## src/rtl/imem_loader.sv

```systemverilog
// Streams bytes into 32-bit big-endian words and writes them to instruction memory,
// holding the CPU in reset for the duration of a load session.
module imem_loader #(
    parameter int ADDR_W = 10,
    parameter int DEPTH  = 1024
) (
    input  logic              CLOCK_50,
    input  logic              reset,
    input  logic              start,
    input  logic              abort,
    input  logic [ADDR_W-1:0] word_count,
    input  logic [7:0]        byte_data,
    input  logic              byte_valid,
    output logic              byte_ready,
    output logic              wr_en,
    output logic [ADDR_W-1:0] wr_addr,
    output logic [31:0]       wr_data,
    output logic              cpu_hold,
    output logic              busy,
    output logic              done,
    output logic [ADDR_W:0]   words_loaded
);

    typedef enum logic [1:0] {IDLE, COLLECT, WRITE, FINISH} state_t;

    state_t          state, state_nx;
    logic [1:0]      byte_idx;
    logic [ADDR_W:0] target;
    logic            last_word;

    assign last_word = (words_loaded + 1'b1) == target;
    assign cpu_hold  = busy;

    always_comb begin
        state_nx   = state;
        byte_ready = 1'b0;
        wr_en      = 1'b0;
        busy       = 1'b1;
        case (state)
            IDLE: begin
                busy = 1'b0;
                if (start && !abort) state_nx = COLLECT;
            end
            COLLECT: begin
                byte_ready = 1'b1;
                if (abort)                            state_nx = IDLE;
                else if (byte_valid && byte_idx == 2'd3) state_nx = WRITE;
            end
            WRITE: begin
                // An abort landing on the write cycle cancels that word entirely.
                if (abort) state_nx = IDLE;
                else begin
                    wr_en    = 1'b1;
                    state_nx = last_word ? FINISH : COLLECT;
                end
            end
            FINISH: state_nx = IDLE;
            default: state_nx = IDLE;
        endcase
    end

    always_ff @(posedge CLOCK_50) begin
        if (reset) begin
            state        <= IDLE;
            wr_addr      <= '0;
            wr_data      <= '0;
            done         <= 1'b0;
            words_loaded <= '0;
            byte_idx     <= '0;
            target       <= '0;
        end else begin
            state <= state_nx;
            case (state)
                IDLE: begin
                    if (start && !abort) begin
                        wr_addr      <= '0;
                        byte_idx     <= '0;
                        words_loaded <= '0;
                        done         <= 1'b0;
                        // A zero count means a full-memory load.
                        target <= (word_count == '0) ? (ADDR_W+1)'(DEPTH)
                                                     : {1'b0, word_count};
                    end
                end
                COLLECT: begin
                    if (byte_valid && !abort) begin
                        wr_data  <= {wr_data[23:0], byte_data};
                        byte_idx <= byte_idx + 1'b1;
                    end
                end
                WRITE: begin
                    if (wr_en) begin
                        wr_addr      <= (wr_addr == ADDR_W'(DEPTH-1)) ? '0 : wr_addr + 1'b1;
                        words_loaded <= words_loaded + 1'b1;
                    end
                end
                FINISH: done <= 1'b1;
                default: ;
            endcase
        end
    end

endmodule

```

## config.mk

```make
export PLATFORM = sky130hd
export DESIGN_NAME = imem_loader
export DESIGN_NICKNAME = d
export VERILOG_FILES = /design/src/rtl/imem_loader.sv
export SDC_FILE = /design/constraint.sdc
export NUM_CORES = 1
export LEC_CHECK = 0
export ABC_AREA = 1
export CORE_UTILIZATION = 35
export CTS_CLUSTER_DIAMETER = 50
export DETAILED_ROUTE_END_ITERATION = 7
export HOLD_SLACK_MARGIN = 0.08
export PLACE_DENSITY = 0.64
export SLEW_MARGIN = 5
export SYNTH_ARGS = -nofsm -noshare
export SYNTH_HDL_FRONTEND = slang
export SYNTH_SLANG_ARGS = --single-unit
```

## constraint.sdc

```tcl
create_clock -name CLOCK_50 -period 3.2 [get_ports CLOCK_50]
set_clock_uncertainty 0.1 [all_clocks]
set_input_delay 0.48 -clock CLOCK_50 [delete_from_list [all_inputs] [get_ports CLOCK_50]]
set_output_delay 0.48 -clock CLOCK_50 [all_outputs]
set_load 0.1 [all_outputs]
```

==> results.md, run 1 <==
* Status: completed
* Slew @ Worst Pin at roughly 0.95 ns
* Vias at ~3.1k
* Slowest CP cell: dfxtp_1
* Cell Count, Final, Fillers Out at between 600 and 700
* Antenna fix cells at 0
* Initial Util at 0.361
* Layout fillers at ~880
* TNS Setup at 0 ns
* Net Switching at ~0.55 mW
* Cell taking the most area after synthesis: dfxtp_1
* Placeable core area at 8680 um2
* Setup crit end kind: output pin
* Stages on worst setup path at 3
* Routability cong. at about 0.8
* Yosys cell types at 34
* Vias in the first global route at approximately 2.8k
* Max-slew violations at 0
* Post-synth top area share at 0.440
* Area Overhead vs Synth at 30.7%
* Combinational share of power at 0.140
* Headroom to the max-slew limit at 0.363
* CTS tree: built
* Critical path's top delay family: simple AND/OR/NAND/NOR gates
* Sequential power share at 0.471
* CP max stage delay at approximately 0.44 ns
* R2r endpoint: wr_addr[5]
* GRT overflow at 0
* Fraction of layout cells with a size suffix above 1 at 0.199
* Synthesized area at 3140 um2
* Min Tclk post-route at approximately 2.2 ns
* Die ar. at 9350 um2
* IO Port Bufs at 80
* Pwr/cell area at about 470 nW/um2
* Startpoint Class: register
* Total track usage at 0.170
* IO Count at 81
* Final WL at between 7 and 8 mm
* Critical-path maximum fanout at 6
* Critical path data required time at approximately 2.6 ns
* # hold bufs at CTS at 0
* Die height at approximately 97 um
* Wirelength per Cell at about 12 um
* Seq/Total Area, Yosys at 0.440
* Clock power share at 0.389
* Commonest non-fill, non-tap cell in the layout: nand2_1
* Setup-failing EPs final at 0
* Placed insts at 620
* Synth Net Count at 470
* CP Class: reg2out
* Clk Latency, worst-skew pair at around 0.35 ns
* Max Freq at ~0.45 GHz
* Reg2reg setup slack at around 1.2 ns
* Antenna viol nets, final at 0
* Commonest cells after routing, fill and taps aside: 93 x nand2_1, 87 x nor2_1, 69 x dfxtp_1, 63 x buf_4, 39 x o21ai_0
* R2R cell count at 7
* Postcts setup bufs at 0
* Worst Hold Class: reg2reg
* Iter 0 DRT Violations at 84
* CTS H-tree lvls at 3
* Post-Syn Instances at 444
* DR pass1 iterations at 4
* Critical path startpoint: state[1]
* Post-CTS sizing at 0
* Worst r2r src: state[1]
* Max VDD drop at about 400 uV
* Root Driver: clkbuf_8
* Via-to-Cell Ratio at a little under 5
* Largest cells by area after synthesis: dfxtp_1 44%, nand2_1 11%, nor2_1 10%
* Mean area per synthesized cell at 7.06 um2
* CTS Buffer Depth at 2
* Hpwl dp at between 5 and 6 mm
* Int Power at 1.36 mW
* Synth Register Bits at between 60 and 70
* First-pass GRT wire length at approximately 13 mm
* Crit-path cells: nand2_1 -> nor2_2 -> buf_12
* Static Leak at 1.79 nW
* Switching portion of total power at 0.288
* WP buf/inv at 1
* Worst hold slack at 0.368 ns
* Nets at 549
* Initial antenna violation count at 0
* Post-route DRC at 0
* CTS buffer count at 9
* Number of max-cap violations at 0
* Yosys Warn Count at 0
* Clk pin slew, worst setup/hold paths at ~0.080 ns
* Endpoints failing hold at 0
* Unrepaired setup endpoints after global routing: no
* Pin count of the biggest net entering global routing at 36
* Crit share post-route at 0.699
* # rows at 34
* Crit path DAT at between 1.5 and 2 ns
* Crit path to: wr_en
* Count of clock tree sinks at just under 70
* Die span in x at about 97 um
cell families after synthesis:
family / Yosys count / share of synthesized area
flip-flops: 69 / 0.440
XOR/XNOR: 5 / 0.0140
AND/OR/NAND/NOR: 238 / 0.332
buffers and inverters: 53 / 0.0722
adder cells (fa/ha/maj): 3 / 0.0120
AO/OA/AOI/OAI: 76 / 0.129
routing by layer:
metal  share of wire  track usage  up-vias
li1                -            -     1576
met1            0.45        0.196     1404
met2            0.48        0.293       68
met3           0.059       0.0542        9
met4           0.011       0.0620        0
met5               0            0        -
final cells by class:
| type | instances | area, um2 | area share |
|---|---|---|---|
| Multi-Input combinational cell | 322 | 1530 | 0.373 |
| Sequential cell | 69 | 1380 | 0.337 |
| Timing Repair Buffer | 86 | 713 | 0.174 |
| Clock buffer | 11 | 151 | 0.0369 |
| Tap cell | 108 | 135 | 0.0330 |
| Inverter | 35 | 131 | 0.0320 |
| Clock inverter | 5 | 58.8 | 0.0143 |
synthesized netlist by cell type, drive strengths merged:
cell and count:
a211oi 3, a21oi 28, a31oi 1, and2 1, buf 9, clkbuf 9, dfxtp 69, ha 3
inv 35, nand2 96, nand3 33, nand3b 1, nand4 1, nor2 100, nor3 3, nor4 2
o21ai 43, o22ai 1, or2 1, xnor2 1, xor2 4
worst min-delay path by stage:
stage	from	endpoint	slack [ns]	depth (start not counted)
after CTS	target[6]	target[6]	0.37	2
after global placement	byte_idx[1]	byte_idx[1]	0.35	2
after detailed placement	target[8]	target[8]	0.36	2
after global routing	done	done	0.39	2
final	done	done	0.37	2
after floorplan	byte_idx[0]	byte_idx[0]	0.33	1
registers in the layout, summed over array words and instances, names as in the netlist:
| signal | cells |
|---|---|
| done | 1 |
| state | 2 |
| wr_addr | 10 |
| words_loaded | 11 |
| wr_data | 32 |
| target | 11 |
| byte_idx | 2 |
power by group through the flow:
stage	sequential, mW	clock, mW	combinational (mW)
2_1_floorplan	1.01	0	0.0973
3_3_place_gp	0.919	0	0.266
3_5_place_dp	0.919	0	0.268
4_1_cts	0.899	0.759	0.268
5_1_grt	0.903	0.798	0.283
6_report	0.899	0.742	0.266
metrics by stage:
stage	setup WS (ns)	utilization	total power, mW	area, um2
finish	0.962	0.472	1.91	4100
global route	0.895	0.472	1.98	4100
CTS	0.946	0.472	1.93	4100
detailed placement	0.818	0.448	1.19	3890
global placement	0.838	0.448	1.18	3890
floorplan	0.638	-	1.11	3140
worst min-delay path: cells and delay by family, from the launching register on:
kind,cells,cell delay [ns]
AND/OR/NAND/NOR,1,0.06
AO/OA/AOI/OAI,1,0.05
flip-flops,1,0.31
No activity file was read; power rests on OpenSTA's default activity.
==> run 2: changes to the inputs <==
Settings changed: PLACE_DENSITY 0.64 to 0.66.
Clock period 3.2 ns to 1.9 ns, I/O delays scaled along.
==> run 2 against run 1 <==
Compared with the run above:
- combinational power up 91%
- non-clock buffer count up 14
- clock power up 56%
- sequential share of layout area down 3.1 points
- utilization up 6.3 points
- sequential power up 68%
- largest power group unchanged
- highest routed layer unchanged
==> results.md, run 2 (same netlist as run 1, synthesis figures left out) <==
* Post-route DRC at 0 (unchanged)
* Pwr/cell area at 684 nW/um2 (+47%)
* Die span in x at 96.7 um (unchanged)
* IO Count at 81 (unchanged)
* TNS Setup at 0 ns (unchanged)
* CTS tree: built
* Fraction of layout cells with a size suffix above 1 at 0.275 (+0.0760)
* Crit path DAT at 2.01 ns (+0.35 ns)
* # hold bufs at CTS at 0 (unchanged)
* Initial Util at 0.361 (unchanged)
* Placeable core area at 8680 um2 (unchanged)
* IO Port Bufs at 80 (unchanged)
* Number of max-cap violations at 0 (unchanged)
* Initial antenna violation count at 0 (unchanged)
* Headroom to the max-slew limit at 0.652 (+0.289)
* Clk pin slew, worst setup/hold paths at 0.08 ns (about the same)
* Iter 0 DRT Violations at 121 (+44%)
* Max-slew violations at 0 (unchanged)
* Hpwl dp at 5.80 mm (+4.6%)
* Worst r2r src: words_loaded[1]
* Area Overhead vs Synth at 48.0%
* Final WL at 7.97 mm (+1.9%)
* Antenna viol nets, final at 0 (unchanged)
* Wirelength per Cell at 12.3 um (-0.28%)
* Via-to-Cell Ratio at 4.82 (+0.28%)
* Slew @ Worst Pin at 0.521 ns (-0.433 ns)
* Setup crit end kind: register
* Min Tclk post-route at 1.83 ns
* First-pass GRT wire length at 13.4 mm (+3.6%)
* CTS buffer count at 9 (unchanged)
* DR pass1 iterations at 4 (unchanged)
* Commonest cells after routing, fill and taps aside: 90 x nand2_1, 85 x nor2_1, 49 x dfxtp_1, 46 x buf_4, 39 x o21ai_0
* Total track usage at 0.176 (+0.00612)
* CTS Buffer Depth at 2 (unchanged)
* Clk Latency, worst-skew pair at 0.35 ns (about the same)
* Worst Hold Class: reg2reg
* Worst hold start: done
* Max VDD drop at 477 uV (+18%)
* Unrepaired setup endpoints after global routing: yes
* Routability cong. at 0.814 (+1.8%)
* Max Freq at between 0.5 and 0.6 GHz
* Die height at 96.7 um (unchanged)
* Die ar. at 9350 um2 (unchanged)
* Vias in the first global route at 2889 (+4.9%)
* Vias at 3133 (+2.5%)
* Antenna fix cells at 0 (unchanged)
* Critical path data required time at 2.07 ns (-0.55 ns)
* Place WS at -0.00955 ns (-0.827 ns)
* Startpoint Class: register
* Max reg flops at 32 (unchanged)
* Count of clock tree sinks at 69 (unchanged)
* Setup-failing EPs final at 0 (unchanged)
* Largest registers: wr_data (32), target (11), words_loaded (11)
* Final worst setup slack at 0.0668 ns (-0.895 ns)
* GRT overflow at 0 (unchanged)
* Nets at 563 (+2.6%)
* Critical path startpoint: words_loaded[1]
* Root Driver: clkbuf_8
* Reg with most FFs: wr_data
* Status: completed
* Crit share post-route at 0.965
* Endpoints failing hold at 0 (unchanged)
* CTS H-tree lvls at 3 (unchanged)
* Critical-path maximum fanout at 5 (-1)
* Static Leak at 1.93 nW (+8.2%)
* Pin count of the biggest net entering global routing at 33 (-8.3%)
* Total power at 3.18 mW (+67%)
* # rows at 34 (unchanged)
* CP Class: reg2reg
* Commonest non-fill, non-tap cell in the layout: nand2_1
run 2: power breakdown:
part,switching (mW),internal [mW]
Clock,0.650,0.507
Sequential,0.0356,1.48
Combinational,0.333,0.174
Total,1.02,2.16
run 2: final cells by class:
type / count / area [um2]
fill: 826 / 4040
multi-input combinational: 322 / 1570
sequential: 69 / 1420
timing repair buffer: 100 / 1200
inverter: 35 / 135
tap: 108 / 135
clock buffer: 9 / 124
clock inverter: 7 / 65.1
run 2: per-stage QoR:
stage	util	hold WS, ns	cells	area (um2)
6_report	0.535	0.365	650	4640
2_1_floorplan	-	0.263	444	3200
4_1_cts	0.525	0.367	642	4560
5_1_grt	0.535	0.383	650	4640
3_5_place_dp	0.503	0.355	626	4370
3_3_place_gp	0.503	0.352	626	4370
run 2: repair_timing:
action | in CTS | in global routing
endpoints found under the setup margin | 1 | 10
resized for setup | 2 | 8
pin swaps | 0 | 2
setup buffers | 0 | 8
run 2: path summary, 6_finish.rpt:
| path | end | slack, ns | cells past startpoint |
|---|---|---|---|
| max | state[1] | 0.07 | 11 |
| min reg2reg | done | 0.37 | 2 |
| max reg2reg | state[1] | 0.07 | 11 |
| min | done | 0.37 | 2 |
run 2: worst max-delay path, cell delays in order (launching register included):
cell,delay [ns]
dfxtp_4,0.40
ha_2,0.21
nand2_2,0.11
nor2_4,0.18
nand3_1,0.09
nand2_1,0.10
nand2_1,0.06
nand2_1,0.05
nand2_1,0.05
nor2_1,0.13
nand3_1,0.14
a21oi_2,0.16
run 2: layer usage:
layer,track usage,share of wire,vias up
li1,-,-,1615
met1,0.216,0.46,1435
met2,0.282,0.47,69
met3,0.0455,0.051,14
met4,0.0953,0.020,0
met5,0,0,-
==> run 3: changes to the inputs <==
--- a/config.mk
+++ b/config.mk
@@ -11,5 +11,5 @@
 export DETAILED_ROUTE_END_ITERATION = 7
 export HOLD_SLACK_MARGIN = 0.08
-export PLACE_DENSITY = 0.66
+export PLACE_DENSITY = 0.64
 export SLEW_MARGIN = 5
 export SYNTH_ARGS = -nofsm -noshare
==> constraint.sdc (replaced) <==
create_clock -name CLOCK_50 -period 2.25 [get_ports CLOCK_50]
set_clock_uncertainty 0.1 [all_clocks]
set_input_delay 0.3375 -clock CLOCK_50 [delete_from_list [all_inputs] [get_ports CLOCK_50]]
set_output_delay 0.3375 -clock CLOCK_50 [all_outputs]
set_load 0.005 [all_outputs]
==> run 3 against run 2 <==
Compared with the run above:
- power fell by 25%
- worst hold slack got worse by 0.0061 ns
- largest cell class unchanged
- sequential share of layout area rose by 2.1 points
==> results.md, run 3 (same netlist as run 1, synthesis figures left out) <==
* Min Tclk post-route at ~2.1 ns
* Slew @ Worst Pin at 0.683 ns (+0.162 ns)
* Initial antenna violation count at 0 (unchanged)
* Clk Latency, worst-skew pair at 0.34 ns (about the same)
* Layout fillers at 907 (+9.8%)
* Crit-path cells: nand2_1 -> nor2_4 -> clkdlybuf4s50_1
* Crit path DAT at 1.68 ns (-0.33 ns)
* Int Power at 1.76 mW (-18%)
* IO Count at 81 (unchanged)
* Critical path's top delay family: buffers and inverters
* GRT overflow at 0 (unchanged)
* Die span in x at 96.7 um (unchanged)
* CTS Buffer Depth at 2 (unchanged)
* Die height at 96.7 um (unchanged)
* Root Driver: clkbuf_8
* Initial Util at 0.361 (unchanged)
* Setup crit end kind: output pin
* Critical-path maximum fanout at 4 (-1)
* Count of clock tree sinks at 69 (unchanged)
* Nets at 553 (-1.8%)
* Headroom to the max-slew limit at 0.544 (-0.108)
* CTS H-tree lvls at 3 (unchanged)
* Seq. cell area at 1380 um2 (-2.8%)
* Setup-failing EPs final at 0 (unchanged)
* WP buf/inv at 1 (+1)
* Placed insts at 624 (-0.32%)
* Vias at 3085 (-1.5%)
* Via-to-Cell Ratio at 4.83 (+0.16%)
* Die ar. at 9350 um2 (unchanged)
* Place WS at 0.208 ns (+0.218 ns)
* Worst hold slack at 0.359 ns (-0.00610 ns)
* Worst Hold Class: reg2reg
* Postcts setup bufs at 0 (unchanged)
* Worst r2r src: wr_addr[0]
* Max reg flops at 32 (unchanged)
* Final worst setup slack at 0.130 ns (+0.0635 ns)
* Max VDD drop at 288 uV (-40%)
* TNS Setup at 0 ns (unchanged)
* Pin count of the biggest net entering global routing at 33 (unchanged)
* CP Class: reg2out
* Routability cong. at 0.810 (-0.48%)
* Endpoints failing hold at 0 (unchanged)
* Max-slew violations at 0 (unchanged)
* R2R cell count at 12 (+1)
* Sequential power share at 0.538 (+0.062)
* First-pass GRT wire length at 13.8 mm (+3.4%)
* IO Port Bufs at 80 (unchanged)
* Static Leak at 1.66 nW (-14%)
* Number of max-cap violations at 0 (unchanged)
* Commonest cells after routing, fill and taps aside: 93 x nand2_1, 87 x nor2_1, 80 x clkdlybuf4s50_1, 69 x dfxtp_1, 39 x o21ai_0
* # rows at 34 (unchanged)
* Combinational share of power at 0.097 (-0.062)
* Slowest CP cell: clkdlybuf4s50_1
* Antenna viol nets, final at 0 (unchanged)
* Placeable core area at 8680 um2 (unchanged)
* Final cell utilization of the core at 0.487 (-0.0484)
* Wirelength per Cell at 12.6 um (+2.8%)
* Crit share post-route at 0.942
* Max Freq at roughly 0.47 GHz
* R2r endpoint: wr_addr[0]
* Multi-input logic area at 1530 um2 (-2.0%)
* Area Overhead vs Synth at 34.6%
* Cell Count, Final, Fillers Out at 639 (-1.7%)
* Reg2reg setup slack at 0.39 ns (+0.32 ns)
* Commonest non-fill, non-tap cell in the layout: nand2_1
* Iter 0 DRT Violations at 99 (-18%)
* CP max stage delay at 0.53 ns (+0.13 ns)
* Hpwl dp at 5.74 mm (-0.94%)
* Critical path data required time at 1.81 ns (-0.26 ns)
* CTS buffer count at 9 (unchanged)
* Net Switching at 0.618 mW (-39%)
* Clock power share at 0.365 (about the same)
* Post-route DRC at 0 (unchanged)
* Crit path to: wr_en
* Clk pin slew, worst setup/hold paths at 0.07 ns (about the same)
* Unrepaired setup endpoints after global routing: no
* Final WL at 8.05 mm (+1.0%)
* Critical path startpoint: state[1]
* Vias in the first global route at 3057 (+5.8%)
* Pwr/cell area at 563 nW/um2 (-18%)
* Largest registers: wr_data (32), target (11), words_loaded (11)
* Startpoint Class: register
* Stages on worst setup path at 3 (-8)
* CTS tree: built
* Antenna fix cells at 0 (unchanged)
* Fraction of layout cells with a size suffix above 1 at 0.0942 (-0.181)
* Switching portion of total power at 0.260 (-0.0606)
* Reg with most FFs: wr_data
* Status: completed
* DR pass1 iterations at 4 (unchanged)
* Total track usage at 0.180 (+0.00411)
==> run 3: cell types whose count changed in the layout (fill, tap and decap cells not counted), sizes merged <==
cell           before  now
clkdlybuf4s50      22   80
inv                39   35
clkinvlp            2    3
buf                78   10
clkinv              1    3
==> run 3: power groups by stage <==
| stage | combinational, mW | sequential, mW | clock, mW |
|---|---|---|---|
| floorplan | 0.114 | 1.30 | 0 |
| global placement | 0.230 | 1.31 | 0 |
| detailed placement | 0.232 | 1.31 | 0 |
| CTS | 0.233 | 1.28 | 0.910 |
| global route | 0.258 | 1.28 | 0.964 |
| finish | 0.232 | 1.28 | 0.868 |
==> run 3: worst min-delay path by stage <==
stage	start	to	slack, ns	cells past startpoint
after CTS	done	done	0.36	2
after floorplan	reset	target[10]	0.32	1
after global routing	target[8]	target[8]	0.38	2
final	done	done	0.36	2
after global placement	byte_idx[0]	byte_idx[0]	0.35	1
after detailed placement	done	done	0.35	2
==> run 3: layout make-up <==
class                   instances  share of cell area
flip-flops and latches         69               0.327
inverters                      35              0.0311
multi-input cells             322               0.363
well taps                     108              0.0320
clock buffers                   9              0.0293
clock inverters                 6             0.00978
repair buffers                 90               0.207
==> run 3: worst reg2reg max path, cell delays in order, from the launching register on <==
cell and delay (ns):
dfxtp_1 0.40, ha_1 0.19, nand2_1 0.07, nor2_2 0.09, nand2_1 0.08, nor2_1 0.09, nand2_1 0.08, nor2_2 0.10
nand2_1 0.08, nand2_1 0.08, nand2_2 0.07, a21oi_4 0.25, a21oi_1 0.07
==> run 3: repair_timing <==
action / CTS / global route
hold buffers: 0 / 0
resized for setup: 0 / 1
setup endpoints to repair: 0 / 1
==> run 3: stage by stage <==
stage / cell area [um2] / power [mW]
2_1_floorplan: 3140 / 1.42
3_3_place_gp: 4050 / 1.54
3_5_place_dp: 4050 / 1.54
4_1_cts: 4220 / 2.42
5_1_grt: 4220 / 2.51
6_report: 4220 / 2.38
==> run 3: metal layers <==
layer,wire (um),part of all wire,GRT usage,up-vias
li1,-,-,-,1592
met1,3570,0.44,0.205,1412
met2,3940,0.49,0.311,71
met3,432,0.054,0.0621,10
met4,114,0.014,0.0643,0
met5,0,0,0,-
